**config.mk**
```make
export PLATFORM = sky130hd
export DESIGN_NAME = jtvigil_prom_we
export DESIGN_NICKNAME = d
export VERILOG_FILES = /design/src/rtl/jtvigil_prom_we.sv
export SDC_FILE = /design/constraint.sdc
export NUM_CORES = 1
export LEC_CHECK = 0
export ABC_AREA = 1
export CAP_MARGIN = 20
export CORE_UTILIZATION = 55
export CTS_BUF_LIST = sky130_fd_sc_hd__clkbuf_4
export DETAILED_ROUTE_END_ITERATION = 16
export PLACE_DENSITY = 0.88
export SYNTH_ARGS = -nofsm -noshare
export SYNTH_HDL_FRONTEND = slang
export SYNTH_SLANG_ARGS = --single-unit
```
**constraint.sdc**
```tcl
create_clock -name clk_i -period 4.45 [get_ports clk_i]
set_clock_uncertainty 0.2 [all_clocks]
set_input_delay 1.335 -clock clk_i [delete_from_list [all_inputs] [get_ports clk_i]]
set_output_delay 1.335 -clock clk_i [all_outputs]
set_load 0.1 [all_outputs]
```
**src/rtl/jtvigil_prom_we.sv**
```systemverilog
// ROM download writer: converts the ioctl byte stream into SDRAM
// programming writes. It maps the flat image into banks 0-3 and swizzles
// object-ROM addresses so that one 32-bit fetch returns a full sprite row.
// A one-entry buffer absorbs a byte that arrives while a write is in flight.
module jtvigil_prom_we #(
   parameter logic [24:0] BA1_START = 25'h2_0000,
   parameter logic [24:0] BA2_START = 25'h4_0000,
   parameter logic [24:0] BA3_START = 25'h9_0000,
   parameter logic [24:0] ROM_END   = 25'hD_0000,
   parameter int          POST_CYC  = 8
)(
   input  logic        clk_i,
   input  logic        rst_i,
   input  logic        downloading_i,
   input  logic [24:0] ioctl_addr_i,
   input  logic [7:0]  ioctl_dout_i,
   input  logic        ioctl_wr_i,
   output logic [21:0] prog_addr_o,
   output logic [15:0] prog_data_o,
   output logic [1:0]  prog_mask_o,
   output logic [1:0]  prog_ba_o,
   output logic        prog_we_o,
   output logic        prog_rd_o,
   input  logic        prog_ack_i,
   input  logic        prog_rdy_i,
   output logic        dwnld_busy_o,
   output logic        overrun_o
);

   // The image ends below 2^23, so an accepted address always fits in 23 bits.
   localparam logic [22:0] B1 = BA1_START[22:0];
   localparam logic [22:0] B2 = BA2_START[22:0];
   localparam logic [22:0] B3 = BA3_START[22:0];
   localparam int          PW = $clog2(POST_CYC + 1);
   localparam logic [PW-1:0] POST_LD = PW'(POST_CYC);

   typedef enum logic [1:0] {IDLE, REQ, WAIT} state_t;

   state_t        state_q, state_d;
   logic          buf_vld_q;
   logic [22:0]   buf_addr_q;
   logic [7:0]    buf_data_q;
   logic          overrun_q;
   logic [PW-1:0] post_q;

   logic        accept, pop, rdy_evt;
   logic [22:0] off;
   logic [21:0] w, addr_map;
   logic [1:0]  ba_map, mask_map;

   assign accept  = ioctl_wr_i & downloading_i & (ioctl_addr_i < ROM_END);
   assign pop     = (state_q == IDLE) & buf_vld_q;
   assign rdy_evt = prog_rdy_i & ((state_q == WAIT) | ((state_q == REQ) & prog_ack_i));

   // Bank select and in-bank word address for the buffered byte
   always_comb begin
      ba_map = 2'd0;
      off    = buf_addr_q;
      if (buf_addr_q < B1) begin
         ba_map = 2'd0;
         off    = buf_addr_q;
      end else if (buf_addr_q < B2) begin
         ba_map = 2'd1;
         off    = buf_addr_q - B1;
      end else if (buf_addr_q < B3) begin
         ba_map = 2'd2;
         off    = buf_addr_q - B2;
      end else begin
         ba_map = 2'd3;
         off    = buf_addr_q - B3;
      end
      w        = off[22:1];
      // Object ROM: word bit 4 moves to bit 0 so a sprite row is contiguous
      addr_map = (ba_map == 2'd3) ? {w[21:5], w[3:0], w[4]} : w;
      mask_map = off[0] ? 2'b01 : 2'b10;
   end

   // Input buffer: a new byte may take the slot freed by a same-cycle pop
   always_ff @(posedge clk_i or posedge rst_i) begin
      if (rst_i) begin
         buf_vld_q  <= 1'b0;
         buf_addr_q <= '0;
         buf_data_q <= '0;
         overrun_q  <= 1'b0;
      end else begin
         if (accept && (!buf_vld_q || pop)) begin
            buf_vld_q  <= 1'b1;
            buf_addr_q <= ioctl_addr_i[22:0];
            buf_data_q <= ioctl_dout_i;
         end else begin
            if (pop) buf_vld_q <= 1'b0;
            if (accept) overrun_q <= 1'b1;
         end
      end
   end

   // FSM state register
   always_ff @(posedge clk_i or posedge rst_i) begin
      if (rst_i) state_q <= IDLE;
      else       state_q <= state_d;
   end

   // FSM next state
   always_comb begin
      state_d = state_q;
      case (state_q)
         IDLE: if (buf_vld_q) state_d = REQ;
         REQ:  if (prog_ack_i) state_d = prog_rdy_i ? IDLE : WAIT;
         WAIT: if (prog_rdy_i) state_d = IDLE;
         default: state_d = IDLE;
      endcase
   end

   // FSM outputs: request is asserted for the whole REQ state
   always_comb begin
      prog_we_o = (state_q == REQ);
      prog_rd_o = 1'b0;
   end

   // Request payload, captured when the buffer is popped and held through REQ
   always_ff @(posedge clk_i or posedge rst_i) begin
      if (rst_i) begin
         prog_addr_o <= '0;
         prog_data_o <= '0;
         prog_mask_o <= 2'b11;
         prog_ba_o   <= 2'd0;
      end else if (pop) begin
         prog_addr_o <= addr_map;
         prog_data_o <= {buf_data_q, buf_data_q};
         prog_mask_o <= mask_map;
         prog_ba_o   <= ba_map;
      end
   end

   // Tail counter keeps busy high for a few idle cycles after the last write
   always_ff @(posedge clk_i or posedge rst_i) begin
      if (rst_i) post_q <= '0;
      else if (rdy_evt) post_q <= POST_LD;
      else if (!downloading_i && state_q == IDLE && !buf_vld_q && post_q != '0)
         post_q <= post_q - 1'b1;
   end

   assign overrun_o    = overrun_q;
   assign dwnld_busy_o = downloading_i | (state_q != IDLE) | buf_vld_q | (post_q != '0);

endmodule
```
==> metrics.txt, run 1 <==
Synth Area in XOR/XNOR=0.257%; Initial DRC Count=280; Synth Area in Adders=2.94%; Synth warnings=0; total placed cells including tap cells=546; gpl congestion=0.918; max-cap violation count=0; total number of vias=2,850; synthesized area=3410 sq um; top post-synthesis cells by area=dfrtp_1 (52%), nand2_1 (16%), inv_1 (5.8%); Finished Core Util=73.5%; Synth Area in Compound Gates=9.44%; # diodes=0; Worst Path Required=2.91 ns; Die ar.=6510 sq um; #FFs+latches synth=73; worst-margin pin slew=1.01 ns; Avg Synthesized Cell Area=8.37 sq um; final hold vios=0; VDD IR max=0.000357 V; syn_nets=454; Slew HR=32.6%; post-detail-place hpwl=5.19 mm; area leader, netlist=dfrtp_1; CTS max path bufs=2; CP endpoint kind=primary output; Post-CTS Resized=0; Hold WC Path Type=reg -> reg; Final min period=3.73 ns; initial antenna violation count=0; Netlist cell types=32; root buf cell=clkbuf_4; dpl ws=0.726 ns; GRT Overall Usage=25.5%; RSZ-0062 raised after global routing=no; floorplan row count=28; Syn Inst Count=407; CP arrival=2.19 ns; # H-tree levels=3; first-pass GRT wire length=12.4 mm; Leakage=2.28 nW; CTS tree=yes; Die Ht=80.7 um; mux cell area share after synthesis=0%; simple-gate area share of the yosys netlist=22.7%; drt total wl=7.39 mm; commonest non-fill, non-tap cells in the layout=nand2_1 (141), clkdlybuf4s50_1 (82), dfrtp_1 (71); Fin Setup TNS=0 ns; Seq/Total Area, Yosys=53.7%; fin. max-slew vios=0; power per standard cell area=441 nW/um^2; Reg clk slew, reported paths=0.11 ns; area of the multi-input gates=1210 sq um; share of the synthesized area in the top cell type=52.1%; Synth-to-Final Area Change=28.5%; Setup Viol. Count Final=0; drt drc=0; area occupied by registers=1830 sq um; Top Ports=85; commonest non-fill, non-tap cell in the layout=nand2_1; CTS sink cnt=73; Crit Path Max Fanout=2; WS Path Type=in -> out; hold buffer count at CTS=0; DRT antenna net count=0; Pre-antenna DRT Iters=4; combinational family with the most area after synthesis=simple AND/OR/NAND/NOR gates; Startpoint Class=primary input; Skew-Pair Late Insertion Delay=0.41 ns; final setup margin=0.723 ns; largest net degree at the start of global routing=61; Die Span X=80.7 um; starting density of the core=57.2%; Vias per Instance=5.07; period utilization=83.8%; # port buffers=83; fraction of layout cells with a size suffix above 1=6.57%; Nets=529; FILL cells=455; vias in the first global route=2,764; Wirelength per Cell=13.1 um; postcts setup bufs=0; final std cells w/o fill=562; Max Clk Rate=0.268 GHz; status=complete, no violations; CTS Buf Count=9; GRT overflow=0; core area=5960 sq um
[report_power, final]
group | switching [mW] | internal, mW
Clock | 0.228 | 0.280
Sequential | 0.0526 | 0.746
Combinational | 0.451 | 0.172
Total | 0.731 | 1.20
[cell type report]
class | count | area share (%)
sequential | 73 | 41.8
multi-input combinational | 257 | 27.6
timing repair buffer | 86 | 19.7
inverter | 55 | 4.72
clock inverter | 7 | 2.49
tap | 75 | 2.14
clock buffer | 9 | 1.54
[worst max-delay path: stages]
cell	delay, ns
clkdlybuf4s50_1	0.48
inv_1	0.06
nand3_1	0.13
buf_12	0.19
[state kept, by name, summed over array words and instances, names as in the netlist]
signal,flops
buf_addr_q,23
buf_data_q,8
buf_vld_q,1
overrun_o,1
post_q,4
prog_addr_o,22
prog_ba_o,2
prog_data_o,8
prog_mask_o,2
state_q,2
[cells by family after synthesis]
family / count (synthesis)
compound gates: 58
xor+xnor: 1
fa+ha+maj: 8
buf+inv: 77
flops: 73
other cells: 1
simple gates: 189
[synth_stat cells]
library cell and instances:
a21oi_1 5, nand3_1 16, nand2_1 141, o211ai_1 1
dfstp_2 2, a31o_2 1, inv_1 53, nand2_2 1
nor3_1 1, inv_2 2, a21boi_0 1, o21a_1 5
o31ai_1 1, buf_6 5, ha_1 8, o22ai_1 1
a31oi_1 1, nand3_4 1, clkbuf_1 3, nor2_1 22
nor3_4 1, o21ai_0 18, o21ba_2 1, o21ai_1 23
or2_1 1, dfrtp_1 71, xnor2_1 1, conb_1 1
buf_2 4, nor2_2 3, nand4_1 2, buf_4 10
[path summary, 6_finish.rpt]
kind / from / to / slack [ns] / depth (start not counted)
min in group asynchronous: rst_i / post_q[2] / 1.22 / 2
max in group asynchronous: rst_i / buf_addr_q[3] / 1.95 / 3
worst max-delay path: downloading_i / dwnld_busy_o / 0.72 / 4
worst min register to register: prog_mask_o[0] / prog_mask_o[0] / 0.28 / 2
worst min-delay path: prog_mask_o[0] / prog_mask_o[0] / 0.28 / 2
worst max register to register: state_q[0] / prog_addr_o[17] / 2.28 / 8
[per-stage QoR]
| stage | hold WS [ns] | power, mW | area [sq um] |
|---|---|---|---|
| global placement | 0.240 | 1.41 | 4200 |
| floorplan | 0.228 | 1.27 | 3410 |
| detailed placement | 0.258 | 1.43 | 4200 |
| finish | 0.277 | 1.93 | 4380 |
| global route | 0.289 | 2.02 | 4380 |
| CTS | 0.277 | 1.94 | 4380 |
[per-layer routing]
metal  GRT usage (%)  vias to the layer above  routed length (um)
met3            7.39                       11                 487
met4            10.5                        0                 121
met1            30.7                     1339                3040
met5               0                        -                   0
met2            42.9                      104                3740
li1                -                     1396                   -
No activity file was read; power rests on OpenSTA's default activity.
==> inputs of run 2 (changes only) <==
CORE_UTILIZATION = 51   (was 55)
PLACE_DENSITY = 0.82   (was 0.88)
clock period = 3.75 ns   (was 4.45 ns; I/O delays follow)
==> metrics.txt, run 2 (same netlist as run 1, synthesis figures left out) <==
sw power=0.868 mW (+19%); sequential power share=41.4% (about the same); Switching Fraction=38.1% (+0.17 points); Top Ports=85 (unchanged); HP Start=buf_addr_q[0]; core area=6390 sq um (+7.2%); Most flops, register=buf_addr_q; commonest non-fill, non-tap cells in the layout=nand2_1 (141), dfrtp_1 (71), inv_1 (52); first-pass GRT wire length=12.0 mm (-3.4%); period utilization=87.8%; total placed cells including tap cells=548 (+0.37%); GRT overflow=0 (unchanged); fraction of layout cells with a size suffix above 1=15.6% (+9.0 points); CTS max path bufs=2 (unchanged); starting density of the core=53.4% (-3.9 points); final hold vios=0 (unchanged); worst-margin pin slew=0.636 ns (-0.372 ns); critical path startpoint=downloading_i; reg2reg setup slack=1.65 ns (-0.63 ns); Skew-Pair Late Insertion Delay=0.41 ns (about the same); Slew HR=57.6% (+25 points); FF-to-FF Start=buf_addr_q[18]; Worst Path Required=2.42 ns (-0.49 ns); Synth-to-Final Area Change=26.0%; vias in the first global route=2,753 (-0.40%); # H-tree levels=3 (unchanged); drt drc=0 (unchanged); post-detail-place hpwl=4.79 mm (-7.8%); Crit Path Max Fanout=2 (unchanged); postcts setup bufs=0 (unchanged); max-cap violation count=0 (unchanged); largest net degree at the start of global routing=74 (+21%); CTS sink cnt=73 (unchanged); Setup Viol. Count Final=0 (unchanged); drt total wl=6.79 mm (-8.1%); CTS Buf Count=9 (unchanged); GRT Overall Usage=21.4% (-4.1 points); hold buffer count at CTS=0 (unchanged); DRT antenna net count=0 (unchanged); # port buffers=83 (unchanged); combinational share of power=31.5% (-0.8 points); Clk pwr share=27.1% (+0.8 points); post-route cell area=4290 sq um (-1.9%); WS Path Type=in -> out; VDD IR max=0.000429 V (+20%); Die Span X=83.7 um (+3.8%); Leakage=2.36 nW (+3.5%); Initial DRC Count=186 (-34%); commonest non-fill, non-tap cell in the layout=nand2_1; Startpoint Class=primary input; Min Hold Slack=0.262 ns (-0.0143 ns); Final min period=3.29 ns; Reg clk slew, reported paths=0.12 ns (about the same); floorplan row count=29 (+3.6%); Die Ht=83.7 um (+3.8%); Hold WC Path Type=reg -> reg; CP endpoint kind=primary output; max reg flops=23 (unchanged); Int Power=1.41 mW (+18%); gpl congestion=0.942 (+2.6%); total number of vias=2,810 (-1.4%); Wirelength per Cell=12.0 um (-8.4%); status=complete, no violations; Max Clk Rate=0.304 GHz; Vias per Instance=4.98 (-1.8%); initial antenna violation count=0 (unchanged); final std cells w/o fill=564 (+0.36%); CTS tree=yes; RSZ-0062 raised after global routing=no; Die ar.=7010 sq um (+7.6%); fin. max-slew vios=0 (unchanged); Regs by FF count=buf_addr_q: 23 flops, prog_addr_o: 22 flops; power per standard cell area=531 nW/um^2 (+20%); Pre-antenna DRT Iters=4 (unchanged); CP arrival=1.97 ns (-0.22 ns); Post-CTS Resized=0 (unchanged); Fin Setup TNS=0 ns (unchanged); Nets=529 (unchanged); root buf cell=clkbuf_4; placed instance area=4110 sq um (-2.3%); # diodes=0 (unchanged)
-- run 2: changes by cell type in the layout (fill, tap and decap cells not counted), sizes merged --
cell and delta:
buf +44, clkdlybuf4s50 -44, clkinv -1, clkinvlp +1
-- run 2: per-layer routing --
metal	GRT usage, %	wire [um]	part of all wire (%)	up-vias
met3	5.14	389	5.7	17
met5	0	0	0	-
met1	26.6	2970	44	1311
li1	-	-	-	1406
met2	35.3	3250	48	76
met4	10.0	181	2.7	0
-- run 2: critical path, cell delays in order --
cell,delay [ns]
clkdlybuf4s50_1,0.48
inv_1,0.05
nand3_1,0.12
buf_12,0.19
-- run 2: layout make-up --
| type | instances | area (sq um) |
|---|---|---|
| Multi-Input combinational cell | 257 | 1210 |
| Timing Repair Buffer | 86 | 766 |
| Clock inverter | 7 | 119 |
| Sequential cell | 73 | 1830 |
| Inverter | 55 | 206 |
| Tap cell | 77 | 96.3 |
| Fill cell | 531 | 2090 |
| Clock buffer | 9 | 67.6 |
-- run 2: final timing paths --
kind | depth (start not counted) | end
min reg2reg | 1 | prog_mask_o[1]
max | 4 | dwnld_busy_o
min in group asynchronous | 3 | prog_addr_o[17]
max in group asynchronous | 3 | prog_mask_o[0]
min | 1 | prog_mask_o[1]
max reg2reg | 9 | prog_addr_o[2]
-- run 2: per-stage QoR --
step,utilization [%],power (mW),setup slack [ns]
final,67.2,2.28,0.457
after global routing,67.2,2.39,0.428
after CTS,67.2,2.30,0.450
after detailed placement,64.3,1.68,0.451
after global placement,64.3,1.66,0.471
after floorplan,-,1.51,0.516
-- run 2: power by group through the flow --
stage	combinational [mW]	clock (mW)	sequential, mW
floorplan	0.273	0	1.24
global placement	0.705	0	0.957
detailed placement	0.720	0	0.962
CTS	0.722	0.630	0.946
global route	0.770	0.665	0.960
finish	0.718	0.617	0.945
==> inputs of run 3 (changes only) <==
CORE_UTILIZATION = 55   (was 51)
DONT_BUFFER_PORTS = 1   (was unset)
PLACE_DENSITY = 0.7   (was 0.82)
==> metrics.txt, run 3 (same netlist as run 1, synthesis figures left out) <==
status=complete, no violations; gpl congestion=0.792 (-16%); reg2reg path depth=9 (unchanged); CP arrival=1.64 ns (-0.33 ns); RSZ-0062 raised after global routing=no; worst-margin pin slew=0.966 ns (+0.330 ns); Die Ht=80.7 um (-3.6%); CTS sink cnt=73 (unchanged); area occupied by registers=1840 sq um (+0.55%); power per standard cell area=565 nW/um^2 (+6.5%); WHS Endpoint=prog_data_o[7]; Top Ports=85 (unchanged); Die ar.=6510 sq um (-7.1%); Nets=446 (-16%); # port buffers=0 (-100%); Setup Viol. Count Final=0 (unchanged); core area=5960 sq um (-6.7%); max-cap violation count=0 (unchanged); GRT Overall Usage=22.0% (+0.62 points); # H-tree levels=3 (unchanged); HP Start=buf_data_q[7]; commonest non-fill, non-tap cell in the layout=nand2_1; VDD IR max=0.000420 V (-2.0%); Max Clk Rate=0.337 GHz (+11%); GRT overflow=0 (unchanged); CTS max path bufs=2 (unchanged); RR Endpoint=prog_addr_o[2]; Regs by FF count=buf_addr_q: 23 flops, prog_addr_o: 22 flops; Largest delay share family, worst path=flip-flops; drt drc=0 (unchanged); final setup margin=0.783 ns (+0.326 ns); hold buffer count at CTS=0 (unchanged); fraction of layout cells with a size suffix above 1=9.65% (-6.0 points); Leakage=1.92 nW (-19%); Die Span X=80.7 um (-3.6%); FF-to-FF Start=buf_addr_q[18]; postcts setup bufs=0 (unchanged); WS Path Type=reg -> out; first-pass GRT wire length=10.8 mm (-9.6%); area of the multi-input gates=1210 sq um (unchanged); CP endpoint kind=primary output; worst path bufs/invs=2 (-1); CP peak stage delay=0.40 ns (-0.08 ns); Reg clk slew, reported paths=0.13 ns (about the same); Final min period=2.97 ns (-0.326 ns); max reg flops=23 (unchanged); drt total wl=6.32 mm (-6.9%); post-detail-place hpwl=4.22 mm (-12%); floorplan row count=28 (-3.4%); FILL cells=553 (+4.1%); initial antenna violation count=0 (unchanged); Synth-to-Final Area Change=2.86%; vias in the first global route=2,451 (-11%); commonest non-fill, non-tap cells in the layout=nand2_1 (141), dfrtp_1 (63), inv_1 (52); starting density of the core=57.2% (+3.9 points); final hold vios=0 (unchanged); CTS tree=yes; Fin Setup TNS=0 ns (unchanged); CTS Buf Count=9 (unchanged); slowest cell on the critical path=dfrtp_1; Skew-Pair Late Insertion Delay=0.40 ns (about the same); dpl ws=0.909 ns (+0.458 ns); Hold WC Path Type=reg -> reg; period utilization=79.1% (-8.7 points); largest net degree at the start of global routing=61 (-18%); Worst Path Required=2.42 ns (about the same); Pre-antenna DRT Iters=4 (unchanged); Startpoint Class=register; hold path depth=2 (+1); chain of cells forming the critical path=inv_1 > ha_1 > nand2_1 > nor2_1 > nand3_1 > buf_4; Initial DRC Count=76 (-59%); Wirelength per Cell=13.2 um (+9.6%); DRT antenna net count=0 (unchanged); # diodes=0 (unchanged); Vias per Instance=5.09 (+2.1%); root buf cell=clkbuf_4; Slew HR=35.6% (-22 points); Post-CTS Resized=0 (unchanged); fin. max-slew vios=0 (unchanged); total number of vias=2,436 (-13%); reg2reg setup slack=1.68 ns (+0.03 ns); Crit Path Max Fanout=3 (+1); Most flops, register=buf_addr_q
run 3: tightest hold or removal path: stages (launching register included):
cell and delay (ns):
dfrtp_1 0.37, nand2_1 0.06, nand2_1 0.05
run 3: area by class of cell:
class	count	share of cell area [%]
clock inverter	7	1.54
sequential	73	52.5
timing repair buffer	3	1.00
inverter	55	5.89
multi-input combinational	257	34.5
tap	75	2.68
clock buffer	9	1.93
run 3: worst max-delay path by stage:
stage             startpoint  cells past startpoint      endpoint
2_1_floorplan  downloading_i                      2  dwnld_busy_o
3_3_place_gp   downloading_i                      3  dwnld_busy_o
3_5_place_dp   downloading_i                      3  dwnld_busy_o
4_1_cts            post_q[0]                      6  dwnld_busy_o
5_1_grt            post_q[0]                      6  dwnld_busy_o
6_report           post_q[0]                      6  dwnld_busy_o
run 3: power breakdown:
| part | switching [mW] | leakage, nW | internal (mW) |
|---|---|---|---|
| registers | 0.408 | 0.942 | 0.880 |
| clock network | 0.298 | 0.0606 | 0.141 |
| logic | 0.160 | 0.923 | 0.0945 |
| total | 0.866 | 1.92 | 1.12 |
run 3: per-layer routing:
metal  track usage [%]  up-vias  part of all wire, %
met2              36.7       62                   46
li1                  -     1233                    -
met1              27.8     1134                   48
met3              5.23        7                  5.1
met5                 0        -                    0
met4              8.04        0                  1.2
run 3: through the flow:
stage | total power [mW] | utilization, % | cells | hold WS [ns] | area, sq um
floorplan | 1.51 | - | 407 | 0.228 | 3410
global placement | 1.55 | 56.8 | 463 | 0.257 | 3380
detailed placement | 1.56 | 56.8 | 463 | 0.261 | 3380
CTS | 2.00 | 58.8 | 479 | 0.289 | 3500
global route | 2.08 | 58.8 | 479 | 0.310 | 3500
finish | 1.98 | 58.8 | 479 | 0.283 | 3500
